--- src/rtl/memory_port_arbiter.sv ---
// memory_port_arbiter: shares one external bus port between the instruction
// fetch port (read-only) and the data port (read/write). Data wins by default;
// a starvation counter forces an instruction grant after STARVE_LIMIT
// consecutive data grants taken while a fetch is waiting.
module memory_port_arbiter #(
    parameter int unsigned STARVE_LIMIT = 4
) (
    input  logic        clk,
    input  logic        reset,
    // Instruction port
    input  logic        i_req,
    input  logic [31:0] i_addr,
    output logic [31:0] i_rdata,
    output logic        i_busy,
    // Data port
    input  logic        d_req,
    input  logic        d_we,
    input  logic [31:0] d_addr,
    input  logic [31:0] d_wdata,
    input  logic [3:0]  d_be,
    output logic [31:0] d_rdata,
    output logic        d_busy,
    // System bus
    output logic        m_req,
    output logic        m_we,
    output logic [31:0] m_addr,
    output logic [31:0] m_wdata,
    output logic [3:0]  m_be,
    input  logic [31:0] m_rdata,
    input  logic        m_ack
);

    localparam int unsigned CntW = $clog2(STARVE_LIMIT + 1);
    localparam logic [CntW-1:0] LimitC = CntW'(STARVE_LIMIT);

    typedef enum logic [1:0] {
        StIdle,
        StGntI,
        StGntD
    } state_e;

    state_e          state_q, state_d;
    logic [CntW-1:0] starve_cnt_q, starve_cnt_d;

    // Next-state arbitration; the completing requester is never re-granted
    // directly, it goes back through IDLE.
    always_comb begin
        state_d = state_q;
        unique case (state_q)
            StIdle: begin
                if (d_req && (!i_req || (starve_cnt_q < LimitC))) begin
                    state_d = StGntD;
                end else if (i_req) begin
                    state_d = StGntI;
                end
            end
            StGntI: begin
                if (m_ack) state_d = d_req ? StGntD : StIdle;
            end
            StGntD: begin
                if (m_ack) state_d = i_req ? StGntI : StIdle;
            end
            default: state_d = StIdle;
        endcase
    end

    // Starvation counter: counts data-grant entries while a fetch waits,
    // cleared whenever the fetch port is granted.
    always_comb begin
        starve_cnt_d = starve_cnt_q;
        if ((state_d == StGntI) && (state_q != StGntI)) begin
            starve_cnt_d = '0;
        end else if ((state_d == StGntD) && (state_q != StGntD) && i_req &&
                     (starve_cnt_q != LimitC)) begin
            starve_cnt_d = starve_cnt_q + CntW'(1);
        end
    end

    // State registers with synchronous active-low reset.
    always_ff @(posedge clk) begin
        if (!reset) begin
            state_q      <= StIdle;
            starve_cnt_q <= '0;
        end else begin
            state_q      <= state_d;
            starve_cnt_q <= starve_cnt_d;
        end
    end

    // Bus field mux and requester stall/read-data outputs; m_req comes only
    // from the registered state so m_ack never reaches it combinationally.
    always_comb begin
        m_req   = 1'b0;
        m_we    = 1'b0;
        m_addr  = '0;
        m_wdata = '0;
        m_be    = '0;
        i_rdata = '0;
        d_rdata = '0;
        i_busy  = i_req;
        d_busy  = d_req;
        unique case (state_q)
            StGntI: begin
                m_req   = 1'b1;
                m_addr  = i_addr;
                m_be    = 4'hF;
                i_rdata = m_rdata;
                i_busy  = i_req & ~m_ack;
            end
            StGntD: begin
                m_req   = 1'b1;
                m_we    = d_we;
                m_addr  = d_addr;
                m_wdata = d_wdata;
                m_be    = d_be;
                d_rdata = m_rdata;
                d_busy  = d_req & ~m_ack;
            end
            default: ;
        endcase
    end

endmodule

--- config.mk ---
export PLATFORM = sky130hd
export DESIGN_NAME = memory_port_arbiter
export DESIGN_NICKNAME = d
export VERILOG_FILES = /design/src/rtl/memory_port_arbiter.sv
export SDC_FILE = /design/constraint.sdc
export NUM_CORES = 1
export LEC_CHECK = 0
export CORE_AREA = 5 5 103 105
export DETAILED_ROUTE_END_ITERATION = 7
export DIE_AREA = 0 0 108 110
export MAX_ROUTING_LAYER = met4
export PLACE_DENSITY = 0.73
export SETUP_SLACK_MARGIN = 0.02
export SYNTH_ARGS = -nofsm -noshare
export SYNTH_HDL_FRONTEND = slang
export SYNTH_SLANG_ARGS = --single-unit
--- constraint.sdc ---
create_clock -name clk -period 2.7 [get_ports clk]
set_clock_uncertainty 0.15 [all_clocks]
set_input_delay 0.54 -clock clk [delete_from_list [all_inputs] [get_ports clk]]
set_output_delay 0.54 -clock clk [all_outputs]
set_load 0.02 [all_outputs]
==> out/qor.log <==
[timing] post-route setup TNS 0 ns
[clock_network] number of levels in the clock H-tree 1
[floorplan] die extent in y 110 um
[placed_design] Port-buffer cells 273
[finish] fraction of layout instances using a drive strength above 1 4.74%
[power_and_ir_drop] peak ir drop on the vdd network 0.000258 V
[floorplan] Cell Rows 36
[setup_path] Critical Path RT 2.01 ns
[floorplan] Ports 274
[detailed_routing] drt first pass iters 4
[grt] number of global-route vias before repair 2628
[detailed_routing] Residual DRC 0
[yosys] area fraction of the dominant cell type after synthesis 36.1%
[clock_network] Clock Tree Buf Depth 2
[timing] Final setup violation count 0
[clock_network] TritonCTS clock tree built
[setup_path] Critical R2R Capture starve_cnt_q[1]$_SDFFE_PP0P_
[grt] global-route total usage across every layer 16.2%
[clock_network] hold buffer count at cts 0
[finish] most frequent standard cell in the layout excluding fill and tap cells clkdlybuf4s50_1
[clock_network] clk root buf clkbuf_8
[timing] Max Clock Freq 0.383 GHz
[flow_run] Max Cap Viol 0
[yosys] gate count of the mapped netlist 242
[setup_path] critical path fanouts, max 32
[setup_path] startpoint class of the critical path flop
[timing] Least-Margin Pin Slew 0.413 ns
[placed_design] Detailed Place HPWL 9010 um
[placed_design] placed cell count 634
[floorplan] Die Area 0.0119 mm2
[timing] RSZ-0062 raised after global routing no
[finish] post-route non-filler standard cell count 639
[floorplan] core area 0.00955 mm2
[setup_path] crit path capture type output pin
[finish] # fillers 913
[yosys] synthesized-area fraction occupied by adder cells 5.22%
[finish] most frequent cells in the layout clkdlybuf4s50_1, and2_1, dlymetal6s2s_1, dlygate4sd2_1, nor2b_1
[yosys] share of the synthesized area in compound gates (AO/OA/AOI/OAI) 27.3%
[yosys] post-synthesis share of cell area spent on xor and xnor gates 0%
[setup_path] count of cells along the worst register-to-register path 7
[power_and_ir_drop] static leakage 0.00278 uW
[timing] fin crit share 96.6%
[yosys] simple-gate share of the synthesized area 53.9%
[detailed_routing] antenna-violating nets left 0
[yosys] largest area contributor in the synthesized netlist and2_1
[setup_path] reg-to-reg setup timing slack 0.51 ns
[yosys] flop and latch count out of synthesis 5
[grt] largest net degree at the start of global routing 65
[detailed_routing] ratio of routed vias to standard cells 4.21
[outcome] status complete, no violations
[clock_network] clock-pin slew on the worst setup and hold paths 0.04 ns
[yosys] area of the mapped netlist 0.00168 mm2
[yosys] sequential area share after synthesis 5.96%
[timing] Max Transition Viols Final 0
[timing] count of endpoints failing hold in the final timing report 0
[clock_network] insertion delay to the later sink of the worst-skew pair 0.23 ns
[yosys] Mapped Nets 387
[finish] Layout Nets 652
[detailed_routing] via count 2688
[timing] headroom to the max-slew limit 72.1%
[hold_path] hold_sp starve_cnt_q[1]$_SDFFE_PP0P_
[timing] post-layout minimum cycle time 2.61 ns
[finish] post-synthesis to final-layout area growth 184%
[clock_network] CTS Buf Count 3
[hold_path] class of the tightest hold or removal check flop to flop
[detailed_routing] Routed wire per std cell 17.5 um
[grt] remaining global-route overflow 0
[floorplan] horizontal extent of the die 108 um
[clock_network] number of setup buffers added after CTS 0
[setup_path] critical path class flop to output pin
[detailed_routing] aggregate routed wire length 11200 um
[setup_path] signal arrival time at the worst endpoint 1.92 ns
[placed_design] final weighted congestion in routability-driven placement 0.872
[yosys] synthesized area per cell 6.94 um2
[power_and_ir_drop] power density cells 259 mW/mm2
[grt] first-pass GRT wire length 14800 um
[yosys] cells taking the most area after synthesis and2_1, a22oi_1, nor2b_1, dfxtp_1, ha_1
[yosys] count of unique library cells instantiated by Yosys 30
[finish] Inserted Diodes 0
[grt] initial antenna violation count 0
[hold_path] Worst Hold Endpoint starve_cnt_q[1]$_SDFFE_PP0P_
[setup_path] Worst R2R Start state_q[1]$_SDFF_PN0_
[yosys] total number of yosys warnings 0
[yosys] combinational family with the most area after synthesis simple AND/OR/NAND/NOR gates
[clock_network] total number of clock tree sinks 5
[hold_path] hold depth 2
[detailed_routing] 1st-iter DRT viols 128
[yosys] multiplexer share of the synthesized area 0%
[floorplan] effective utilization at floorplan 17.6%
==> per-layer routing <==
metal	up-vias	GRT usage, %	part of all wire [%]
li1	1336	-	-
met1	1227	17.5	38
met2	118	31.0	54
met3	7	3.49	7.0
met4	0	2.25	1.0
met5	-	-	0
==> metrics by stage <==
step                cell area [um2]  total power [uW]  hold slack [ns]  setup slack (ns)  utilization [%]
finish                         4760              1230            0.360            0.0918             49.9
global route                   4760              1300            0.390            0.0132             49.9
CTS                            4600              1230            0.359            0.0229             48.1
detailed placement             4610              1120            0.354             0.161             48.3
global placement               4610              1100            0.322             0.170             48.3
floorplan                      1680               555            0.314             0.335                -
==> sequential cells by signal (all words and copies together) (netlist names) <==
signal        count
starve_cnt_q      3
state_q           2
==> power breakdown <==
part	switching [uW]	total, uW	internal (uW)
Sequential	6.30	85.9	79.6
Combinational	467	1000	534
Clock	43.7	146	102
==> what timing repair did <==
item / CTS / global route
gates resized for setup: 47 / 54
endpoints found under the setup margin: 47 / 63
cloned: 0 / 1
==> area by class of cell <==
class,instances,area [um2],area share (%)
Clock buffer,4,45.0,0.946
Inverter,6,22.5,0.473
Multi-Input combinational cell,208,1470,30.8
Sequential cell,5,100,2.10
Tap cell,133,166,3.49
Timing Repair Buffer,283,2960,62.2
==> synth_stat cells <==
library cell and count:
a2111oi_4 1, ha_1 7, and3b_2 1, nand3_1 3, o31a_1 1, a21boi_0 1, o21ai_1 1, nor2_1 3
o41ai_2 1, nor2b_1 36, clkbuf_1 19, a22oi_1 32, o21ai_2 1, a21oi_1 8, nand2_1 4, dfxtp_1 5
nor3b_1 1, and2_1 97, a31o_2 1, a21bo_2 1, inv_1 6, a31oi_4 1, and3b_1 1, buf_2 2
o21ai_0 2, a21boi_4 1, a221o_1 1, nand4_1 1, a221oi_4 1, buf_6 2
==> cell families (layout without fill, tap and decap cells) <==
family | Yosys count | after routing
simple gates | 147 | 147
flops | 5 | 5
compound gates | 54 | 54
buf+inv | 29 | 293
fa+ha+maj | 7 | 7
==> worst max-delay path by stage <==
stage                           from  cells after the start     endpoint  slack [ns]
2_1_floorplan  state_q[0]$_SDFF_PN0_                      6       d_busy        0.34
3_3_place_gp              i_addr[26]                      4   m_addr[26]        0.17
3_5_place_dp   state_q[0]$_SDFF_PN0_                      6   m_addr[23]        0.16
4_1_cts        state_q[0]$_SDFF_PN0_                      5  d_rdata[20]        0.02
5_1_grt        state_q[0]$_SDFF_PN0_                      5  m_wdata[16]        0.01
6_report       state_q[0]$_SDFF_PN0_                      5  m_wdata[16]        0.09
==> worst max-delay path: stages (launching register included) <==
cell and delay (ns):
dfxtp_1 0.33, inv_1 0.16, ha_4 0.22, clkbuf_16 0.22, and2_1 0.14, clkdlybuf4s50_1 0.60
No activity file was read; power rests on OpenSTA's default activity.
